File: config.mk
export PLATFORM = sky130hd
export DESIGN_NAME = rom_arbiter_2port
export DESIGN_NICKNAME = d
export VERILOG_FILES = /design/src/rtl/rom_arbiter_2port.sv
export SDC_FILE = /design/constraint.sdc
export NUM_CORES = 1
export LEC_CHECK = 0
export CAP_MARGIN = 10
export CORE_ASPECT_RATIO = 1.4
export CORE_MARGIN = 2
export CORE_UTILIZATION = 38
export CTS_BUF_LIST = sky130_fd_sc_hd__clkbuf_16
export CTS_CLUSTER_DIAMETER = 120
export CTS_CLUSTER_SIZE = 10
export DETAILED_ROUTE_END_ITERATION = 6
export GPL_ROUTABILITY_DRIVEN = 0
export MAX_ROUTING_LAYER = met4
export PLACE_DENSITY = 0.78
export RECOVER_POWER = 100
export SLEW_MARGIN = 40
export SYNTH_ARGS = -nofsm -noshare
export SYNTH_HDL_FRONTEND = slang
export SYNTH_SLANG_ARGS = --single-unit
export TNS_END_PERCENT = 5
File: constraint.sdc
create_clock -name clk -period 1.5 [get_ports clk]
set_clock_uncertainty 0.05 [all_clocks]
set_input_delay 0.3 -clock clk [delete_from_list [all_inputs] [get_ports clk]]
set_output_delay 0.3 -clock clk [all_outputs]
set_load 0.01 [all_outputs]
File: src/rtl/rom_arbiter_2port.sv
// Two-requester arbiter in front of a single-port, registered-address ROM.
// Grants one read per cycle and steers the returned word to the port that issued it.
module rom_arbiter_2port #(
  parameter int AWIDTH       = 11,
  parameter int DWIDTH       = 32,
  parameter int FIX_PRIORITY = 0
) (
  input  logic              clk,
  input  logic              reset_b,
  input  logic              p0_req,
  input  logic [AWIDTH-1:0] p0_addr,
  output logic              p0_ack,
  output logic              p0_valid,
  output logic [DWIDTH-1:0] p0_rdata,
  input  logic              p1_req,
  input  logic [AWIDTH-1:0] p1_addr,
  output logic              p1_ack,
  output logic              p1_valid,
  output logic [DWIDTH-1:0] p1_rdata,
  output logic [AWIDTH-1:0] rom_addr,
  input  logic [DWIDTH-1:0] rom_dout
);

  logic              gnt0;
  logic              gnt1;
  logic              last_grant_q, last_grant_d;
  logic [AWIDTH-1:0] last_addr_q, last_addr_d;
  logic              inflight_q, inflight_d;
  logic              owner_q, owner_d;
  logic              p0_valid_q, p0_valid_d;
  logic              p1_valid_q, p1_valid_d;
  logic [DWIDTH-1:0] p0_rdata_q, p0_rdata_d;
  logic [DWIDTH-1:0] p1_rdata_q, p1_rdata_d;

  always_comb begin
    gnt0 = 1'b0;
    gnt1 = 1'b0;
    if (p0_req && p1_req) begin
      // last_grant_q == 1 means port 1 was served last, so port 0 is next
      if (FIX_PRIORITY != 0 || last_grant_q) gnt0 = 1'b1;
      else                                  gnt1 = 1'b1;
    end else begin
      gnt0 = p0_req;
      gnt1 = p1_req;
    end
  end

  assign p0_ack = gnt0;
  assign p1_ack = gnt1;

  always_comb begin
    rom_addr = last_addr_q;
    if (gnt0)      rom_addr = p0_addr;
    else if (gnt1) rom_addr = p1_addr;
  end

  always_comb begin
    last_grant_d = last_grant_q;
    owner_d      = owner_q;
    inflight_d   = gnt0 | gnt1;
    last_addr_d  = rom_addr;
    if (gnt0 | gnt1) begin
      last_grant_d = gnt1;
      owner_d      = gnt1;
    end
    // rom_dout belongs to the read launched one edge ago
    p0_valid_d = inflight_q && !owner_q;
    p1_valid_d = inflight_q &&  owner_q;
    p0_rdata_d = p0_valid_d ? rom_dout : p0_rdata_q;
    p1_rdata_d = p1_valid_d ? rom_dout : p1_rdata_q;
  end

  always_ff @(posedge clk or negedge reset_b) begin
    if (!reset_b) begin
      last_grant_q <= 1'b1;
      last_addr_q  <= '0;
      inflight_q   <= 1'b0;
      owner_q      <= 1'b0;
      p0_valid_q   <= 1'b0;
      p1_valid_q   <= 1'b0;
      p0_rdata_q   <= '0;
      p1_rdata_q   <= '0;
    end else begin
      last_grant_q <= last_grant_d;
      last_addr_q  <= last_addr_d;
      inflight_q   <= inflight_d;
      owner_q      <= owner_d;
      p0_valid_q   <= p0_valid_d;
      p1_valid_q   <= p1_valid_d;
      p0_rdata_q   <= p0_rdata_d;
      p1_rdata_q   <= p1_rdata_d;
    end
  end

  assign p0_valid = p0_valid_q;
  assign p1_valid = p1_valid_q;
  assign p0_rdata = p0_rdata_q;
  assign p1_rdata = p1_rdata_q;

endmodule
==> results by group, run 1 <==
Job
  • Max Cap Violations: 0

Placed design
  • Dpl hpwl: 5105 um
  • Pre-CTS WS: -0.8762 ns
  • Port bufs: 136

CTS
  • Number of H-tree levels: 3
  • Root buf cell: clkbuf_16
  • Clk sinks: 80
  • Clk buf depth: 2
  • CTS tree: done
  • CTS Buf Count: 9
  • Worst-path clk slew: 0.06 ns
  • Clk_lat worst skew: 0.33 ns

Worst setup path
  • Crit path top cell by count: buf_6
  • Reg-to-Reg End: p0_rdata[18]$_DFFE_PN0P_
  • CP cell instances: nand2b_4, buf_6, buf_8, o221a_4, buf_6
  • Critical path endpoint: rom_addr[4]
  • Reg2reg setup slack: 0.02 ns
  • Setup crit start kind: flip-flop
  • CP max FO: 5
  • Worst EP arrival: 1.59 ns
  • Worst stage delay on the critical path: 0.53 ns
  • R2r worst-path depth: 3
  • Buf+Inv Stages, Crit Path: 3
  • Stages on worst setup path: 5
  • Crit Path Category: flip-flop to primary output
  • CP endpoint kind: primary output
  • CP startpoint: last_grant_q$_DFFE_PN1P_
  • Worst path required time: 1.15 ns
  • Critical path's top delay family: flip-flops
  • CP max stage cell: dfstp_2
  • R2R Path Start: owner_q$_DFFE_PN0P_

Die
  • Initial Util: between 30 and 40%
  • Die W: 81.20 um
  • Die Height: 112.1 um
  • Site row count: 39
  • Top Ports: 137
  • Full die area: 9100 um2
  • Core area: between 8000 and 9000 um2

Global routing
  • Largest net degree at the start of global routing: 41
  • Grt total ovfl: 0
  • Vias in the first global route: 2,486
  • Tot GR Track Use: 17.69%
  • Antenna violations before repair: 0
  • First-pass GRT wire length: 11,840 um

Detailed routing
  • Max Used Layer: met4
  • Antenna Nets Post-Route: 0
  • Metal3 WL: 411 um
  • Detailed-route DRC error count: 0
  • Via density: 4.874
  • Pre-Repair DR Iteration Count: 4
  • Met2 WL: 3949 um
  • Routed vias: ~2,300
  • Drt wl/cell: 16.03 um
  • Met1 WL: a little under 3000 um
  • Starting DRT DRC Count: 47
  • Drt total wl: 7404 um

STA
  • Worst Tran Pin Value: 0.6857 ns
  • Fin crit share: 129.3%
  • RSZ-0062 raised after global routing: true
  • Final hold vios: 0
  • Final WS setup: -0.4392 ns
  • Final setup violation count: 13
  • Final Max Slew Viols: 0
  • Minimum hold slack: 0.4468 ns
  • Minimum clock period: a little under 2 ns
  • Slew HR: 54.29%
  • FMAX: 0.5157 GHz

Worst hold path
  • Hold WC Path Type: flip-flop to flip-flop

Outcome
  • Status: finished with violations
  • Failing checks: setup timing

Yosys
  • Distinct cells, synth: 20
  • Synthesized area: roughly 3200 um2
  • Syn_nets: 258
  • Seq/Total Area, Yosys: 63.18%
  • Avg Inst Size Synth: 15.85 um2
  • Cells after Synth: 200
  • FF+latch count, synth: 80
  • Synth warn: 0

Final layout
  • Filler Cells Inserted: 634
  • Layout area overhead: 63.10%
  • Nets: 413
  • Share of cells above drive strength 1: 34.72%
  • Diodes inserted: 0

Power and ir drop
  • Pwr per Cell Area: ~1300 nW/um2
  • P_leak: 2.312 nW
  • Max VDD drop: 0.8731 mV
## through the flow
step / setup TNS, ns / utilization (%) / power [mW] / cells / instance area, um2
6_report: -5.153 / 63.46 / 6.773 / 462 / 5171
2_1_floorplan: 0 / - / 3.537 / 200 / 3171
3_5_place_dp: -12.99 / 57.98 / 4.717 / 438 / 4725
4_1_cts: -5.169 / 63.53 / 6.873 / 460 / 5177
3_3_place_gp: -12.17 / 57.98 / 4.664 / 438 / 4725
5_1_grt: -6.174 / 63.46 / 7.109 / 462 / 5171
## report_power, final
group / internal, mW / switching, mW
registers: 2.56 / 0.175
logic: 1.05 / 0.738
clock network: 1.44 / 0.811
## cells in the final DEF, fill, tap and decap left out, drive strengths merged, types with 2 or more instances in the layout
cell type / n
dlygate4sd2: 68
bufinv: 2
dfrtp: 79
nor2b: 10
mux2: 64
clkinv: 4
inv: 4
clkdlybuf4s50: 54
buf: 27
nand2: 3
and2b: 2
o221a: 11
clkbuf: 13
a211o: 11
## Yosys cell counts
master,count,area share (%)
mux2_2,63,22
clkbuf_1,1,0.12
nand2_1,1,0.12
nor2b_1,10,2.0
a211o_1,11,3.0
dfrtp_1,79,62
buf_4,1,0.24
o21a_1,1,0.24
or2_2,1,0.20
buf_2,5,0.79
and2b_1,2,0.47
o221a_2,11,3.9
dfstp_2,1,0.83
a21boi_0,1,0.24
inv_1,3,0.36
buf_6,5,1.8
nand2_2,1,0.20
mux2_1,1,0.36
nand2b_2,1,0.28
o21ai_0,1,0.16
## kinds of logic after synthesis
| family | count (synthesis) | share of synthesized area (%) |
|---|---|---|
| flops | 80 | 63.18 |
| mux | 64 | 22.73 |
| compound gates | 25 | 7.577 |
| simple gates | 16 | 3.236 |
| buf+inv | 15 | 3.275 |
## metal layers
metal,up-vias,GRT usage [%]
met5,-,-
met4,0,6.441
met3,10,5.386
met2,97,30.19
met1,1103,19.07
li1,1042,-
## worst min path at each step
stage	start	end	depth (start not counted)
after CTS	reset_b	p1_rdata[21]$_DFFE_PN0P_	2
after global routing	p1_rdata[23]$_DFFE_PN0P_	p1_rdata[23]$_DFFE_PN0P_	1
after global placement	reset_b	p1_rdata[14]$_DFFE_PN0P_	1
after detailed placement	reset_b	p1_rdata[21]$_DFFE_PN0P_	1
after floorplan	reset_b	inflight_q$_DFF_PN0_	0
final	p1_rdata[18]$_DFFE_PN0P_	p1_rdata[18]$_DFFE_PN0P_	1
## state kept, by name, indices dropped and copies added, names as in the netlist
register / cells
last_grant_q: 1
p0_valid: 1
inflight_q: 1
p1_valid: 1
p1_rdata: 32
owner_q: 1
p0_rdata: 32
last_addr_q: 11
## worst register-to-register path, stage by stage, from the launching register on
cell and delay, ns:
dfrtp_1 0.39, nor2b_1 0.34, buf_12 0.22, mux2_2 0.36
## what timing repair did
action,4_1_cts,5_1_grt
setup endpoints to repair,79,13
hold buffers,1,0
gates cloned,2,0
gates resized for setup,152,0
setup buffers,3,2
hold endpoints to repair,23,0
pin swaps,8,1
## cell type report
type	instances	area (um2)	share of cell area (%)
multi-input cells	106	1199	23.18
well taps	102	127.6	2.468
flip-flops and latches	80	2003	38.74
clock buffers	9	225.2	4.355
clock inverters	7	87.58	1.694
repair buffers	155	1518	29.35
inverters	3	11.26	0.2178
(Power assumes the default switching activity.)
==> run 2: changes to the inputs <==
--- a/config.mk
+++ b/config.mk
@@ -16,7 +16,6 @@
 export GPL_ROUTABILITY_DRIVEN = 0
 export MAX_ROUTING_LAYER = met4
 export PLACE_DENSITY = 0.78
-export RECOVER_POWER = 100
 export SLEW_MARGIN = 40
 export SYNTH_ARGS = -nofsm -noshare
 export SYNTH_HDL_FRONTEND = slang
==> run 2 against run 1 <==
Net effect:
- die area is the same
- global-route usage is the same
- hold slack got worse by 0.070 ns
- the run still ends with setup timing left
- combinational power about the same
- via count about the same
- critical path depth did not move
- clock-buffer cell count unchanged
- setup slack about the same
- critical path type unchanged
==> results by group, run 2 (same netlist as run 1, synthesis figures left out) <==
Outcome
  • Status: finished with violations (unchanged)
  • Failing checks: setup timing (unchanged)

Final layout
  • Nets: 413 (unchanged)
  • Filler Cells Inserted: 629 (was 634)
  • Design area: 5192 um2 (was 5171 um2)
  • Area occupied by multi-input gates: 1206 um2 (was 1199 um2)
  • Commonest non-fill, non-tap cell in the layout: dfrtp_1 (unchanged)
  • Layout area overhead: 63.77% (was 63.10%)
  • Most frequent cells in the layout: dfrtp_1, dlygate4sd2_1, mux2_2 (unchanged)
  • Share of cells above drive strength 1: 35.28% (was 34.72%)
  • Seq. cell area: 2003 um2 (unchanged)
  • Diodes inserted: 0 (unchanged)

Detailed routing
  • Detailed-route DRC error count: 0 (unchanged)
  • Antenna Nets Post-Route: 0 (unchanged)
  • Drt total wl: 7424 um (was 7404 um)
  • Drt wl/cell: 16.07 um (was 16.03 um)
  • Starting DRT DRC Count: 48 (was 47)
  • Routed vias: 2,253 (was 2,252)
  • Via density: 4.877 (was 4.874)
  • Pre-Repair DR Iteration Count: 4 (unchanged)

Worst setup path
  • Crit Path Category: flip-flop to primary output (unchanged)
  • R2R Path Start: owner_q$_DFFE_PN0P_ (unchanged)
  • CP startpoint: last_grant_q$_DFFE_PN1P_ (unchanged)
  • R2r worst-path depth: 3 (unchanged)
  • Worst path required time: 1.15 ns (about the same)
  • Reg2reg setup slack: 0.18 ns (was 0.02 ns)
  • Setup crit start kind: flip-flop (unchanged)
  • Reg-to-Reg End: p1_rdata[25]$_DFFE_PN0P_ (was p0_rdata[18]$_DFFE_PN0P_)
  • CP endpoint kind: primary output (unchanged)
  • Critical path endpoint: rom_addr[4] (unchanged)
  • CP max FO: 5 (unchanged)
  • Worst EP arrival: 1.59 ns (about the same)

Global routing
  • Tot GR Track Use: 17.69% (unchanged)
  • First-pass GRT wire length: 11,840 um (unchanged)
  • Grt total ovfl: 0 (unchanged)
  • Antenna violations before repair: 0 (unchanged)
  • Vias in the first global route: 2,486 (unchanged)
  • Largest net degree at the start of global routing: 41 (unchanged)

Die
  • Full die area: 9100 um2 (unchanged)
  • Die W: 81.20 um (unchanged)
  • Core area: 8149 um2 (unchanged)
  • Top Ports: 137 (unchanged)
  • Die Height: 112.1 um (unchanged)
  • Initial Util: 38.91% (unchanged)
  • Site row count: 39 (unchanged)

STA
  • Final setup TNS: -5.158 ns (was -5.153 ns)
  • Fin crit share: 129.3% (about the same)
  • FMAX: 0.5158 GHz (was 0.5157 GHz)
  • Final WS setup: -0.4389 ns (was -0.4392 ns)
  • RSZ-0062 raised after global routing: true (unchanged)
  • Minimum clock period: 1.939 ns (about the same)
  • Slew HR: 68.83% (was 54.29%)
  • Worst Tran Pin Value: 0.4675 ns (was 0.6857 ns)
  • Final Max Slew Viols: 0 (unchanged)
  • Final setup violation count: 13 (unchanged)
  • Final hold vios: 0 (unchanged)

Placed design
  • Port bufs: 136 (unchanged)
  • Dpl hpwl: 5105 um (unchanged)
  • Placed cell areas: 4725 um2 (unchanged)

Worst hold path
  • Hold WC Path Type: input port to async pin (was flip-flop to flip-flop)

CTS
  • Root buf cell: clkbuf_16 (unchanged)
  • CTS tree: done (unchanged)
  • Worst-path clk slew: 0.06 ns (about the same)
  • Clk sinks: 80 (unchanged)
  • Clk buf depth: 2 (unchanged)
  • Number of H-tree levels: 3 (unchanged)
  • CTS Buf Count: 9 (unchanged)
  • Clk_lat worst skew: 0.33 ns (about the same)

Power and ir drop
  • Max VDD drop: 0.8728 mV (was 0.8731 mV)
  • Pwr per Cell Area: 1307 nW/um2 (was 1310 nW/um2)
  • P_leak: 2.327 nW (was 2.312 nW)

Job
  • Max Cap Violations: 0 (unchanged)
==> run 2: cell type report <==
type | count | area share (%)
sequential | 80 | 38.58
clock buffer | 9 | 4.337
multi-input combinational | 106 | 23.23
inverter | 3 | 0.2169
tap | 102 | 2.458
timing repair buffer | 155 | 29.49
clock inverter | 7 | 1.687
==> run 2: what timing repair did <==
| item | in CTS | in global routing |
|---|---|---|
| hold endpoints to repair | 23 | 0 |
| resized for setup | 152 | 0 |
| pin swaps | 8 | 1 |
| setup endpoints to repair | 79 | 13 |
| setup buffers | 3 | 2 |
| gates cloned | 2 | 0 |
| hold buffers | 1 | 0 |
==> run 2: where the power goes <==
group | leakage [nW] | switching, mW | internal [mW]
Sequential | 0.931 | 0.177 | 2.56
Combinational | 1.24 | 0.739 | 1.06
Clock | 0.160 | 0.811 | 1.44
Total | 2.33 | 1.73 | 5.06
==> run 2: metal layers <==
| layer | global-route usage, % | vias up | wire length (um) |
|---|---|---|---|
| li1 | - | 1044 | - |
| met1 | 19.07 | 1104 | 2968 |
| met2 | 30.19 | 95 | 3951 |
| met3 | 5.386 | 10 | 416 |
| met4 | 6.441 | 0 | 87 |
| met5 | - | - | 0 |
==> run 2: worst min path at each step <==
stage,startpoint,end,cells after the start
finish,reset_b,last_addr_q[6]$_DFF_PN0_,2
global route,reset_b,p1_rdata[21]$_DFFE_PN0P_,2
CTS,reset_b,p1_rdata[21]$_DFFE_PN0P_,2
detailed placement,reset_b,p1_rdata[21]$_DFFE_PN0P_,1
global placement,reset_b,p1_rdata[14]$_DFFE_PN0P_,1
floorplan,reset_b,inflight_q$_DFF_PN0_,0
==> run 2: per-stage QoR <==
stage | power [mW] | hold slack [ns] | utilization (%) | std cells | setup WS [ns]
floorplan | 3.537 | -0.04559 | - | 200 | 0.006340
global placement | 4.664 | 0.1755 | 57.98 | 438 | -0.8394
detailed placement | 4.717 | 0.1847 | 57.98 | 438 | -0.8762
CTS | 6.873 | 0.3722 | 63.53 | 460 | -0.4567
global route | 7.120 | 0.3949 | 63.72 | 462 | -0.5018
finish | 6.784 | 0.3768 | 63.72 | 462 | -0.4389
==> run 2: critical path, cell delays in order, from the launching register on <==
cell      delay, ns
dfstp_2        0.53
nand2b_4       0.17
buf_6          0.14
buf_8          0.12
o221a_4        0.19
buf_6          0.10
==> run 3: changes to the inputs <==
--- a/config.mk
+++ b/config.mk
@@ -11,7 +11,7 @@
 export CORE_UTILIZATION = 38
 export CTS_BUF_LIST = sky130_fd_sc_hd__clkbuf_16
 export CTS_CLUSTER_DIAMETER = 120
-export CTS_CLUSTER_SIZE = 10
+export CTS_CLUSTER_SIZE = 25
 export DETAILED_ROUTE_END_ITERATION = 6
 export GPL_ROUTABILITY_DRIVEN = 0
 export MAX_ROUTING_LAYER = met4
==> results of run 3 <==
Final layout, timing and power as in run 2 (identical DEF).
